## src/rtl/fetch_unit_pkg.sv

```systemverilog
// -----------------------------------------------------------------------------
// fetch_unit_pkg
// Shared definitions for the instruction-fetch sequencer: FSM state type,
// branch-target LUT geometry and reset contents, and the decoder encodings
// that the fetch unit cooperates with (halt instruction, branch opcode).
// -----------------------------------------------------------------------------
package fetch_unit_pkg;

    typedef enum logic [1:0] {
        IDLE = 2'd0,
        RUN  = 2'd1,
        HALT = 2'd2
    } fetch_state_t;

    // The decoder supplies a 3-bit target index, so the table depth is fixed.
    localparam int LUT_DEPTH = 8;
    localparam int LUT_IDX_W = 3;

    // Absolute branch targets loaded into the LUT on reset.
    localparam int unsigned BR_LUT_INIT [LUT_DEPTH] = '{
        0, 100, 200, 300, 400, 500, 600, 700
    };

    // Decoder encodings the fetch unit's inputs are derived from.
    localparam logic [8:0] HALT_INSTR = 9'h1FF;
    localparam logic [2:0] BR_OPCODE  = 3'b110;

endpackage

```

## src/rtl/fetch_unit_if.sv

```systemverilog
// -----------------------------------------------------------------------------
// fetch_unit_if
// Bundles the fetch unit's harness, decoder, ALU-flag and LUT-write signals.
//   master : harness/decoder side (drives start, branch_en, zero, pc_targ,
//            ack, lut_wr_en, lut_addr, lut_data; observes prog_ctr,
//            instr_valid, done)
//   slave  : fetch_unit side (the reverse)
// -----------------------------------------------------------------------------
interface fetch_unit_if #(
    parameter int PC_W = 10
);
    import fetch_unit_pkg::*;

    logic                 start;
    logic                 branch_en;
    logic                 zero;
    logic [LUT_IDX_W-1:0] pc_targ;
    logic                 ack;
    logic                 lut_wr_en;
    logic [LUT_IDX_W-1:0] lut_addr;
    logic [PC_W-1:0]      lut_data;
    logic [PC_W-1:0]      prog_ctr;
    logic                 instr_valid;
    logic                 done;

    modport master (
        output start, branch_en, zero, pc_targ, ack,
        output lut_wr_en, lut_addr, lut_data,
        input  prog_ctr, instr_valid, done
    );

    modport slave (
        input  start, branch_en, zero, pc_targ, ack,
        input  lut_wr_en, lut_addr, lut_data,
        output prog_ctr, instr_valid, done
    );

endinterface

```

## src/rtl/fetch_unit_branch_lut.sv

```systemverilog
// -----------------------------------------------------------------------------
// fetch_unit_branch_lut
// Branch-target register file: DEPTH entries of PC_W bits.
//   clk, rst : clock, asynchronous active-high reset (loads BR_LUT_INIT)
//   wr_en, wr_addr, wr_data : synchronous write port
//   rd_addr, rd_data        : combinational read port
// A write and a read of the same entry in one cycle return the old value;
// the new value is visible from the following cycle.
// -----------------------------------------------------------------------------
module fetch_unit_branch_lut
    import fetch_unit_pkg::*;
#(
    parameter int PC_W  = 10,
    parameter int DEPTH = LUT_DEPTH
) (
    input  logic                 clk,
    input  logic                 rst,
    input  logic                 wr_en,
    input  logic [LUT_IDX_W-1:0] wr_addr,
    input  logic [PC_W-1:0]      wr_data,
    input  logic [LUT_IDX_W-1:0] rd_addr,
    output logic [PC_W-1:0]      rd_data
);

    logic [PC_W-1:0] entries [DEPTH];

    always_ff @(posedge clk or posedge rst) begin
        if (rst) begin
            for (int i = 0; i < DEPTH; i++) begin
                entries[i] <= PC_W'(BR_LUT_INIT[i]);
            end
        end else if (wr_en) begin
            entries[wr_addr] <= wr_data;
        end
    end

    assign rd_data = entries[rd_addr];

endmodule

```

## src/rtl/fetch_unit.sv

```systemverilog
// -----------------------------------------------------------------------------
// fetch_unit
// Program counter / instruction-fetch sequencer. Steps the PC one instruction
// per cycle, takes LUT-indexed branches when the decoder flags a branch and
// the ALU zero flag is set, halts on the decoder's halt acknowledge or when
// the PC would run past the end of the program, and reports completion.
//   clk, rst : clock, asynchronous active-high reset
//   bus      : fetch_unit_if.slave
//     start              harness go pulse, (re)starts at PC 0
//     branch_en/zero     taken-branch condition
//     pc_targ            branch-target LUT index
//     ack                halt instruction at current PC
//     lut_wr_en/addr/data LUT write port
//     prog_ctr           instruction ROM address
//     instr_valid        high while running
//     done               high once halted
// -----------------------------------------------------------------------------
module fetch_unit
    import fetch_unit_pkg::*;
#(
    parameter int PC_W      = 10,
    parameter int PROG_LEN  = 1024,
    parameter int LUT_DEPTH = fetch_unit_pkg::LUT_DEPTH
) (
    input  logic         clk,
    input  logic         rst,
    fetch_unit_if.slave  bus
);

    localparam logic [PC_W-1:0] LAST_PC      = PC_W'(PROG_LEN - 1);
    // One extra bit so PROG_LEN == 2**PC_W is representable in the compare.
    localparam logic [PC_W:0]   PROG_LEN_EXT = (PC_W + 1)'(PROG_LEN);

    fetch_state_t    state_q, state_d;
    logic [PC_W-1:0] pc_q, pc_d;
    logic [PC_W-1:0] lut_target;
    logic            target_oob;

    fetch_unit_branch_lut #(
        .PC_W  (PC_W),
        .DEPTH (LUT_DEPTH)
    ) u_branch_lut (
        .clk     (clk),
        .rst     (rst),
        .wr_en   (bus.lut_wr_en),
        .wr_addr (bus.lut_addr),
        .wr_data (bus.lut_data),
        .rd_addr (bus.pc_targ),
        .rd_data (lut_target)
    );

    // Branch targets outside the program halt instead of jumping.
    assign target_oob = ({1'b0, lut_target} >= PROG_LEN_EXT);

    always_ff @(posedge clk or posedge rst) begin
        if (rst) begin
            state_q <= IDLE;
            pc_q    <= '0;
        end else begin
            state_q <= state_d;
            pc_q    <= pc_d;
        end
    end

    always_comb begin
        state_d = state_q;
        pc_d    = pc_q;
        unique case (state_q)
            IDLE: begin
                if (bus.start) begin
                    state_d = RUN;
                    pc_d    = '0;
                end
            end
            RUN: begin
                if (bus.start) begin
                    // Restart discards whatever instruction is in flight.
                    pc_d = '0;
                end else if (bus.ack) begin
                    // PC stays on the halt instruction.
                    state_d = HALT;
                end else if (bus.branch_en && bus.zero) begin
                    if (target_oob) begin
                        state_d = HALT;
                    end else begin
                        pc_d = lut_target;
                    end
                end else if (pc_q == LAST_PC) begin
                    // Runaway guard: never wrap back to 0.
                    state_d = HALT;
                end else begin
                    pc_d = pc_q + PC_W'(1);
                end
            end
            HALT: begin
                if (bus.start) begin
                    state_d = RUN;
                    pc_d    = '0;
                end
            end
            default: begin
                state_d = IDLE;
                pc_d    = '0;
            end
        endcase
    end

    assign bus.prog_ctr    = pc_q;
    assign bus.instr_valid = (state_q == RUN);
    assign bus.done        = (state_q == HALT);

endmodule

```

## src/flat_wrapper.sv

```systemverilog
// flat-port wrapper written by rule: the top's interface ports become plain ports
module fetch_unit_flat import fetch_unit_pkg::*;
#(
    parameter int PC_W      = 10,
    parameter int PROG_LEN  = 1024,
    parameter int LUT_DEPTH = fetch_unit_pkg::LUT_DEPTH
)
  (clk, rst, bus_start, bus_branch_en, bus_zero, bus_pc_targ, bus_ack, bus_lut_wr_en, bus_lut_addr, bus_lut_data, bus_prog_ctr, bus_instr_valid, bus_done);
  fetch_unit_if #(.PC_W(PC_W)) bus_i ();
  input  logic clk;
  input  logic rst;
  input wire logic [$bits(bus_i.start)-1:0] bus_start;
  input wire logic [$bits(bus_i.branch_en)-1:0] bus_branch_en;
  input wire logic [$bits(bus_i.zero)-1:0] bus_zero;
  input wire logic [$bits(bus_i.pc_targ)-1:0] bus_pc_targ;
  input wire logic [$bits(bus_i.ack)-1:0] bus_ack;
  input wire logic [$bits(bus_i.lut_wr_en)-1:0] bus_lut_wr_en;
  input wire logic [$bits(bus_i.lut_addr)-1:0] bus_lut_addr;
  input wire logic [$bits(bus_i.lut_data)-1:0] bus_lut_data;
  output wire logic [$bits(bus_i.prog_ctr)-1:0] bus_prog_ctr;
  output wire logic [$bits(bus_i.instr_valid)-1:0] bus_instr_valid;
  output wire logic [$bits(bus_i.done)-1:0] bus_done;
  assign bus_i.start = bus_start;
  assign bus_i.branch_en = bus_branch_en;
  assign bus_i.zero = bus_zero;
  assign bus_i.pc_targ = bus_pc_targ;
  assign bus_i.ack = bus_ack;
  assign bus_i.lut_wr_en = bus_lut_wr_en;
  assign bus_i.lut_addr = bus_lut_addr;
  assign bus_i.lut_data = bus_lut_data;
  assign bus_prog_ctr = bus_i.prog_ctr;
  assign bus_instr_valid = bus_i.instr_valid;
  assign bus_done = bus_i.done;
  fetch_unit #(.PC_W(PC_W), .PROG_LEN(PROG_LEN), .LUT_DEPTH(LUT_DEPTH)) u_core (.clk(clk), .rst(rst), .bus(bus_i));
endmodule
```

## config.mk

```make
export PLATFORM = sky130hd
export DESIGN_NAME = fetch_unit_flat
export DESIGN_NICKNAME = d
export VERILOG_FILES = /design/src/rtl/fetch_unit_pkg.sv /design/src/rtl/fetch_unit_if.sv /design/src/rtl/fetch_unit_branch_lut.sv /design/src/rtl/fetch_unit.sv /design/src/flat_wrapper.sv
export SDC_FILE = /design/constraint.sdc
export NUM_CORES = 1
export LEC_CHECK = 0
export BUFFER_PORTS_ARGS = -buffer_cell sky130_fd_sc_hd__buf_2
export CAP_MARGIN = 20
export CORE_MARGIN = 4
export CORE_UTILIZATION = 55
export CTS_CLUSTER_DIAMETER = 40
export DETAILED_ROUTE_END_ITERATION = 8
export MAX_ROUTING_LAYER = met4
export PLACE_DENSITY = 0.74
export RECOVER_POWER = 25
export SLEW_MARGIN = 25
export SYNTH_ARGS = -nofsm -noshare
export SYNTH_HDL_FRONTEND = slang
export SYNTH_SLANG_ARGS = --single-unit
```

## constraint.sdc

```tcl
create_clock -name clk -period 2.6 [get_ports clk]
set_input_delay 0 -clock clk [delete_from_list [all_inputs] [get_ports clk]]
set_output_delay 0 -clock clk [all_outputs]
set_load 0.02 [all_outputs]
```

== After elaboration in Yosys (flattened, before gate mapping) ==
Index checks and enable logic that the tools add are counted.

* Bits in registers: 92
* Bits of input ports: 23
* Word-level logic and storage cells: 49

* $add $sub $neg: 1
* Magnitude comparators: 3
* Equal/unequal tests: 9
* Multiplexer cells: 18
* Bitwise operators: 2
* Reduce and logical (&&, ||, !) cells: 6

{| class="wikitable"
|+ Operators with widths
! kind !! number
|-
| $bwmux 80 || 1
|-
| $mux 10 || 8
|-
| $bmux 10 s3 || 1
|-
| $demux 10 s3 || 1
|-
| $pmux 10 s2 || 1
|-
| $add 10x1->10 const B || 1
|-
| $eq 10x10->1 const B || 1
|-
| $mux 2 || 5
|-
| $ge 4x4->1 const B || 2
|-
| $not 3->4 || 2
|-
| $ne 3x3->1 const B || 2
|-
| $lt 4x1->1 const B || 1
|-
| $ne 4x3->1 const B || 1
|-
| $pmux 2 s2 || 1
|-
| $reduce_and 4->1 || 1
|-
| $ne 3x2->1 const B || 1
|-
| $reduce_and 3->1 || 1
|-
| $eq 2x1->1 const B || 1
|-
| $eq 2x2->1 const B || 1
|-
| $logic_and 1x1->1 || 2
|-
| $logic_not 2->1 || 1
|-
| $ne 2x1->1 const B || 1
|-
| $ne 2x2->1 const B || 1
|-
| $reduce_or 2->1 || 1
|}

== Depth between registers and ports, before layout ==
Gate-level depths: netlist of the first run.

* Word-level depth: 8
* Mapped depth: 7

== Cells and area by module ==
Synthesis of the first run repeated with hierarchy kept, for this count alone.

* Cell total of the unflattened synthesis: 307
* Area, all modules: 4510.6 um^2

{| class="wikitable"
|+ Modules (own cells, without submodules)
! module !! instances !! cells each !! area each (um^2) !! sequential area each (um^2)
|-
| fetch_unit_branch_lut || 1 || 211 || 3674.8 || 2038.2
|-
| fetch_unit || 1 || 96 || 835.8 || 300.3
|}

== Worst setup path after synthesis of the first run ==
Ideal clock, no wire load.

* Kind: register to register
* From: register u_core.pc_q[0] (netlist: u_core.bus.prog_ctr[0])
* To: register u_core.pc_q[5] (netlist: u_core.bus.prog_ctr[5])
* Setup time: 0.125 ns
* Arrival time: 1.776 ns
* Data required time: 2.475 ns
* Slack: 0.699 ns
* Stages on the path, launching flop included: 8
* Path buffers: 1
* Path through: dfrtp_1 -> ha_1 -> and3_1 -> clkbuf_1 -> and4_1 -> o21ba_2 -> a31o_2 -> o2bb2ai_1

* Longest elaborated chain between the ends: 6
* Elaborated cells between the ends (all ways): 9
* Classes of those cells: add/sub (1); eq/ne (2); mux (5); reduce/logical (1)

{| class="wikitable"
|+ RTL lines
! what !! line !! source
|-
| start, declared || fetch_unit.sv:35 || <nowiki>logic [PC_W-1:0] pc_q, pc_d;</nowiki>
|-
| start signal, assigned || fetch_unit.sv:61 || <nowiki>pc_q <= pc_d;</nowiki>
|-
| $add 10x1->10 || fetch_unit.sv:92 || <nowiki>pc_d = pc_q + PC_W'(1);</nowiki>
|-
| $mux 10 || fetch_unit.sv:88 || <nowiki>end else if (pc_q == LAST_PC) begin</nowiki>
|-
| $mux 10 || fetch_unit.sv:82 || <nowiki>end else if (bus.branch_en && bus.zero) begin</nowiki>
|-
| $mux 10 || fetch_unit.sv:79 || <nowiki>end else if (bus.ack) begin</nowiki>
|-
| $mux 10 || fetch_unit.sv:76 || <nowiki>if (bus.start) begin</nowiki>
|-
| $pmux 10 s2 || fetch_unit.sv:68 || <nowiki>unique case (state_q)</nowiki>
|}

Parallel ways exist; a longest one is shown, timed or not. The select of a mux whose other input is x is not followed.
A chain may end at the register's enable or synchronous reset.

== Worst setup path in the final report of the first run ==
* From: register u_core.pc_q[0] (netlist: u_core.bus.prog_ctr[0])
* To: register u_core.pc_q[7] (netlist: u_core.bus.prog_ctr[7])

The elaborated chain is that of the path after synthesis.

==> results of run 1 <==
## cell families after synthesis
family,count (synthesis),share of synthesized area
AO/OA/AOI/OAI,48,0.0665
buffers and inverters,20,0.0234
adder cells (fa/ha/maj),1,0.00278
flip-flops,92,0.520
AND/OR/NAND/NOR,61,0.0801
multiplexers,113,0.307
## through the flow
step                      cells  setup slack, ps   util
after global placement      461              745  0.608
after floorplan             335              256      -
after CTS                   489              659  0.646
after detailed placement    461              673  0.608
final                       489              635  0.646
after global routing        489              437  0.646
## routing by layer
| layer | vias to the layer above | wire, um | GRT usage | part of all wire |
|---|---|---|---|---|
| met5 | - | 0 | - | 0 |
| met4 | 0 | 110 | 0.0662 | 0.012 |
| met3 | 10 | 354 | 0.0361 | 0.037 |
| met2 | 69 | 4540 | 0.318 | 0.48 |
| met1 | 1537 | 4500 | 0.298 | 0.47 |
| li1 | 1348 | - | - | - |
## area by class of cell
cell class              count  share of cell area
repair buffers             52              0.0686
flip-flops and latches     92               0.461
well taps                 102              0.0252
inverters                   4             0.00321
multi-input cells         223               0.407
clock buffers              12              0.0286
clock inverters             4             0.00666
## registers in the layout, indices dropped and copies added (netlist names)
register	cells
u_core.state_q	2
u_core.u_branch_lut.entries	80
u_core.bus.prog_ctr	10
## power breakdown
group,switching (mW),internal (mW)
logic,0.284,0.400
registers,0.153,1.78
clock network,0.507,0.382
## critical path: stages, from the launching register on
cell	delay, ps
dfrtp_1	440
ha_1	260
and3_1	250
a41oi_1	360
nand2_1	270
a31oi_1	230
a21o_1	110
## placed cells by master, fill, tap and decap left out, types with 2 or more instances in the layout
cell type,count
o22ai_1,8
nand2b_1,2
clkbuf_8,10
a31oi_1,2
nand3_1,5
inv_1,3
a21oi_1,7
mux2_2,87
mux4_2,10
and3_1,6
buf_2,34
nand4b_1,4
o31ai_1,4
dfstp_2,27
nor2b_1,3
clkbuf_1,2
nor2_1,11
dlygate4sd3_1,12
mux2i_1,15
nor3b_2,3
clkinv_4,2
and2_1,2
o21ai_0,17
nand4_1,4
dfrtp_1,63
buf_4,5
nand2_1,11
or2_2,2
dfstp_1,2
## worst max-delay path by stage
stage,depth (start not counted),slack [ps],end,startpoint
floorplan,1,260,u_core.bus.prog_ctr[0]$_DFFE_PP0P_,rst
global placement,6,750,u_core.bus.prog_ctr[7]$_DFFE_PP0P_,u_core.bus.prog_ctr[0]$_DFFE_PP0P_
finish,6,630,u_core.bus.prog_ctr[7]$_DFFE_PP0P_,u_core.bus.prog_ctr[0]$_DFFE_PP0P_
detailed placement,6,670,u_core.bus.prog_ctr[7]$_DFFE_PP0P_,u_core.bus.prog_ctr[0]$_DFFE_PP0P_
CTS,5,660,u_core.bus.prog_ctr[0]$_DFFE_PP0P_,u_core.bus.prog_ctr[0]$_DFFE_PP0P_
global route,6,440,u_core.bus.prog_ctr[7]$_DFFE_PP0P_,u_core.bus.prog_ctr[0]$_DFFE_PP0P_
==> metrics.md, run 1 <==
| Metric | Value |
|---|---|
| Fmax achieved | 509 MHz |
| Hold path start | bus_ack |
| Synth top area share | 0.351 |
| Post-synth top cells | mux2_2 (87), dfrtp_1 (63), dfstp_2 (29) |
| WS Path Type | reg2reg |
| IO Port Bufs | 34 |
| # clock sinks | 92 |
| Die ar. | 0.00969 mm^2 |
| GRT overflow | 0 |
| # IOs | 35 |
| Layout Nets | 406 |
| R2R Setup Slk | 630 ps |
| ANT cells | 0 |
| Vias/cell | 6.06 |
| Clk_lat worst skew | 360 ps |
| Critical path required time | 2900 ps |
| R2r startpoint | u_core.bus.prog_ctr[0]$_DFFE_PP0P_ |
| Cts bufs inserted | 9 |
| CTS H-tree lvls | 3 |
| Max-slew headroom | -0.166 |
| Max-cap violations | 1 |
| Area of the multi-input gates | 0.00206 mm^2 |
| Initial antenna violation count | 0 |
| Lkg Pwr | 2.17 nW |
| Worst Hold Class | in2reg |
| First-pass GRT wire length | 15600 um |
| Critical Path End Type | flip-flop |
| Vias | 2964 |
| Mapped Area | 0.00450 mm^2 |
| Cts hold-fix bufs | 12 |
| Reg2Reg Depth | 6 |
| Status | finished, violations left |
| Top FF cell, synth | dfrtp_1 |
| RSZ-0062 raised after global routing | no |
| Hold Slack | 56.1 ps |
| Syn Inst Count | 335 |
| Core area | 0.00785 mm^2 |
| Part of the Yosys area used for sequential elements | 0.520 |
| Warnings from Yosys | 0 |
| Remaining antenna violation count | 0 |
| TritonCTS clock tree | yes |
| Starting Density | 0.573 |
| Fillcell total | 626 |
| Power Density | 692 mW/mm^2 |
| Final-report max-slew violation count | 37 |
| Final Total Pwr | 3.51 mW |
| Final Critical Period | 1970 ps |
| Syn-to-layout area delta | 12.8% |
| Skew final | 13.2 ps |
| Clk buf depth | 2 |
| 1st-pass router iterations | 4 |
| Peak VDD IR | 0.413 mV |
| Setup bufs post-CTS | 0 |
| Top cells by area, synth | dfrtp_1 (35%), mux2_2 (22%), dfstp_2 (17%) |
| Mapped Avg Cell Area | 13.4 um^2 |
| Die Wd | 98.4 um |
| Row cnt | 32 |
| Count of cell types in the netlist | 46 |
| GRT Overall Usage | 0.212 |
| Most frequent cell after synthesis | mux2_2 |
| Synth Register Bits | 92 |
| Number of global-route vias before repair | 2944 |
| Largest net degree at the start of global routing | 57 |
| Final setup viols | 0 |
| Ys async rst share | 1.00 |
| Placement-stage cell area | 0.00477 mm^2 |
| Final HPWL DP | 6300 um |
| Fin crit share | 0.756 |
| Largest area contributor in the synthesized netlist | dfrtp_1 |
| PostCTS Resize Cnt | 0 |
| Final hold vios | 0 |
| Gpl congestion | 0.841 |
| Clock slew at reported path FFs | 90 ps |
| Layout cell share with drive strength beyond 1 | 0.486 |
| Crit path launch type | flip-flop |
| Post-route cell area | 0.00507 mm^2 |
| Slew @ Worst Pin | 1740 ps |
| Die Y | 98.4 um |
| Sequential cell area | 0.00234 mm^2 |
| EDFF count, synth | 0 |
| Critical path arrival | 2260 ps |
| Worst R2R End | u_core.bus.prog_ctr[7]$_DFFE_PP0P_ |
| Failing checks | capacitance limit, slew limit |
| Max FO, Critical Path | 8 |
| # DRC | 0 |
| WHS Endpoint | u_core.state_q[0]$_DFFE_PP0P_ |
| CTS root buf | clkbuf_8 |
| WL final | 9500 um |
| Routed len/inst | 19.4 um |
| Mapped Nets | 359 |
| Hold Path Stages | 4 |
| Setup TNS | 0 ps |
| Initial DRC count | 111 |
Power figures use the tool's default switching activity.
==> run 2, diff against run 1 <==
==> constraint.sdc (replaced) <==
create_clock -name clk -period 2.04 [get_ports clk]
set_input_delay 0 -clock clk [delete_from_list [all_inputs] [get_ports clk]]
set_output_delay 0 -clock clk [all_outputs]
set_load 0.02 [all_outputs]
==> run 2 against run 1 <==
Effect of this change: the flow now finishes without violations; maximum frequency grew 3.1%; sequential share of layout area shrank 0.88 points; worst setup slack lost 500 ps; non-clock buffer count grew 9; critical endpoint is now u_core.bus.prog_ctr[5]$_DFFE_PP0P_; highest routed layer unchanged.
==> metrics.md, run 2 (synthesis results as in run 1) <==
| Metric | Value |
|---|---|
| Peak VDD IR | 0.474 mV (was 0.413 mV) |
| Cell family with most CP delay | compound AO/OA/AOI/OAI gates (unchanged) |
| Worst path bufs/invs | 0 (unchanged) |
| Number of global-route vias before repair | 3087 (was 2944) |
| Switching power | 1.22 mW (was 944 uW) |
| Fin crit share | 0.934 (was 0.756) |
| Die ar. | 0.00969 mm^2 (unchanged) |
| Final hold vios | 0 (unchanged) |
| # DRC | 0 (unchanged) |
| Clk_lat worst skew | 360 ps (about the same) |
| Starting Density | 0.573 (unchanged) |
| 1st-pass router iterations | 4 (unchanged) |
| Slowest-stage cell, CP | dfrtp_1 (unchanged) |
| Status | complete, no violations (was finished, violations left) |
| Lkg Pwr | 2.22 nW (was 2.17 nW) |
| Critical path required time | 2280 ps (was 2900 ps) |
| RSZ-0062 raised after global routing | no (unchanged) |
| First-pass GRT wire length | 16100 um (was 15600 um) |
| Crit path cell chain | ha_1 -> and3_1 -> and4_1 -> o21ba_2 -> a31o_2 -> o2bb2ai_1 (was ha_1 -> and3_1 -> a41oi_1 -> nand2_1 -> a31oi_1 -> a21o_1) |
| Remaining antenna violation count | 0 (unchanged) |
| Internal power | 3.49 mW (was 2.57 mW) |
| WS Path Type | reg2reg (unchanged) |
| Most frequent cells in the layout | mux2_2 (87), dfrtp_1 (63), buf_2 (32) (was mux2_2 (87), dfrtp_1 (63), buf_2 (34)) |
| Clk pwr share | 0.291 (was 0.253) |
| CTS root buf | clkbuf_8 (unchanged) |
| Clk buf depth | 2 (unchanged) |
| Max FO, Critical Path | 7 (was 8) |
| CTS H-tree lvls | 3 (unchanged) |
| Combinational power share | 0.186 (was 0.195) |
| Row cnt | 32 (unchanged) |
| Clock slew at reported path FFs | 90 ps (about the same) |
| Final Critical Period | 1910 ps (was 1970 ps) |
| Layout Nets | 415 (was 406) |
| Slew @ Worst Pin | 1240 ps (was 1740 ps) |
| Max-slew headroom | 0.172 (was -0.166) |
| Critical Path End Type | flip-flop (unchanged) |
| Setup bufs post-CTS | 0 (unchanged) |
| Sequential share of power | 0.524 (was 0.552) |
| Largest stage delay on the critical path | 450 ps (was 440 ps) |
| Most common cell after layout, fill and taps aside | mux2_2 (unchanged) |
| Crit path launch type | flip-flop (unchanged) |
| Cts bufs inserted | 9 (unchanged) |
| Power Density | 910 mW/mm^2 (was 692 mW/mm^2) |
| WL final | 9430 um (was 9500 um) |
| Syn-to-layout area delta | 15.0% (was 12.8%) |
| Die Y | 98.4 um (unchanged) |
| # clock sinks | 92 (unchanged) |
| Vias/cell | 5.98 (was 6.06) |
| Initial DRC count | 186 (was 111) |
| Final Total Pwr | 4.70 mW (was 3.51 mW) |
| PostCTS Resize Cnt | 0 (unchanged) |
| Initial antenna violation count | 0 (unchanged) |
| Final HPWL DP | 6080 um (was 6300 um) |
| Vias | 2979 (was 2964) |
| Routed len/inst | 18.9 um (was 19.4 um) |
| GRT overflow | 0 (unchanged) |
| Fmax achieved | 525 MHz (was 509 MHz) |
| GRT Overall Usage | 0.218 (was 0.212) |
| Final-report max-slew violation count | 0 (was 37) |
| # IOs | 35 (unchanged) |
| Max-cap violations | 0 (was 1) |
| Core area | 0.00785 mm^2 (unchanged) |
| Layout cell share with drive strength beyond 1 | 0.495 (was 0.486) |
| Gpl congestion | 0.942 (was 0.841) |
| Final setup viols | 0 (unchanged) |
| Critical path arrival | 2150 ps (was 2260 ps) |
| Max reg flops | 80 (unchanged) |
| TritonCTS clock tree | yes (unchanged) |
| Largest net degree at the start of global routing | 93 (was 57) |
| ANT cells | 0 (unchanged) |
| IO Port Bufs | 34 (unchanged) |
| Worst Hold Class | in2reg (unchanged) |
| Setup TNS | 0 ps (unchanged) |
| Skew final | 8.14 ps (was 13.2 ps) |
| Largest Register | u_core.u_branch_lut.entries (unchanged) |
| Cts hold-fix bufs | 12 (unchanged) |
| Fillcell total | 604 (was 626) |
| Die Wd | 98.4 um (unchanged) |
| Switching share of power | 0.259 (was 0.269) |
run 2: cell count changes in the layout (fill, tap and decap cells not counted), sizes merged:
cell	before	now
bufinv	0	2
inv	4	5
buf	40	46
run 2: area by class of cell:
cell class	count	area [um^2]	share of cell area
Sequential cell	92	2340	0.452
Multi-Input combinational cell	223	2060	0.399
Timing Repair Buffer	61	400	0.0774
Tap cell	102	128	0.0247
Clock buffer	9	124	0.0240
Clock inverter	7	98.8	0.0191
Inverter	4	18.8	0.00363
run 2: worst paths after layout:
kind	start	endpoint	slack, ps	depth (start not counted)
worst max-delay path	u_core.bus.prog_ctr[0]$_DFFE_PP0P_	u_core.bus.prog_ctr[5]$_DFFE_PP0P_	130	6
worst min-delay path	bus_ack	u_core.state_q[0]$_DFFE_PP0P_	130	5
worst max register to register	u_core.bus.prog_ctr[0]$_DFFE_PP0P_	u_core.bus.prog_ctr[5]$_DFFE_PP0P_	130	6
worst min register to register	u_core.u_branch_lut.entries[47]$_DFFE_PP0P_	u_core.u_branch_lut.entries[47]$_DFFE_PP0P_	510	1
max in group asynchronous	rst	u_core.u_branch_lut.entries[31]$_DFFE_PP0P_	610	4
min in group asynchronous	rst	u_core.u_branch_lut.entries[69]$_DFFE_PP0P_	610	4
run 2: tightest hold or removal path: stages:
cell	delay, ps
buf_2	90
a41oi_1	50
buf_4	140
a21oi_1	130
a21oi_1	50
run 2: routing by layer:
layer	vias up	GRT usage	wire (um)
met5	-	-	0
met4	0	0.0714	171
met3	14	0.0410	465
met2	72	0.299	4210
met1	1519	0.327	4580
li1	1374	-	-
run 2: power by group through the flow:
stage | registers (mW) | logic (mW) | clock network, mW
2_1_floorplan | 2.45 | 0.668 | 0
3_3_place_gp | 2.47 | 0.841 | 0
3_5_place_dp | 2.50 | 0.864 | 0
4_1_cts | 2.46 | 0.886 | 1.40
5_1_grt | 2.51 | 0.967 | 1.49
6_report | 2.46 | 0.873 | 1.37
run 2: per-stage QoR:
stage / hold WS [ps] / utilization / setup slack [ps] / cells / instance area, um^2
floorplan: 66.4 / - / 139 / 335 / 4500
global placement: 174 / 0.617 / 229 / 470 / 4840
detailed placement: 183 / 0.617 / 171 / 470 / 4840
global route: 182 / 0.659 / 13.3 / 498 / 5170
CTS: 117 / 0.661 / 148 / 498 / 5190
finish: 130 / 0.659 / 134 / 498 / 5170
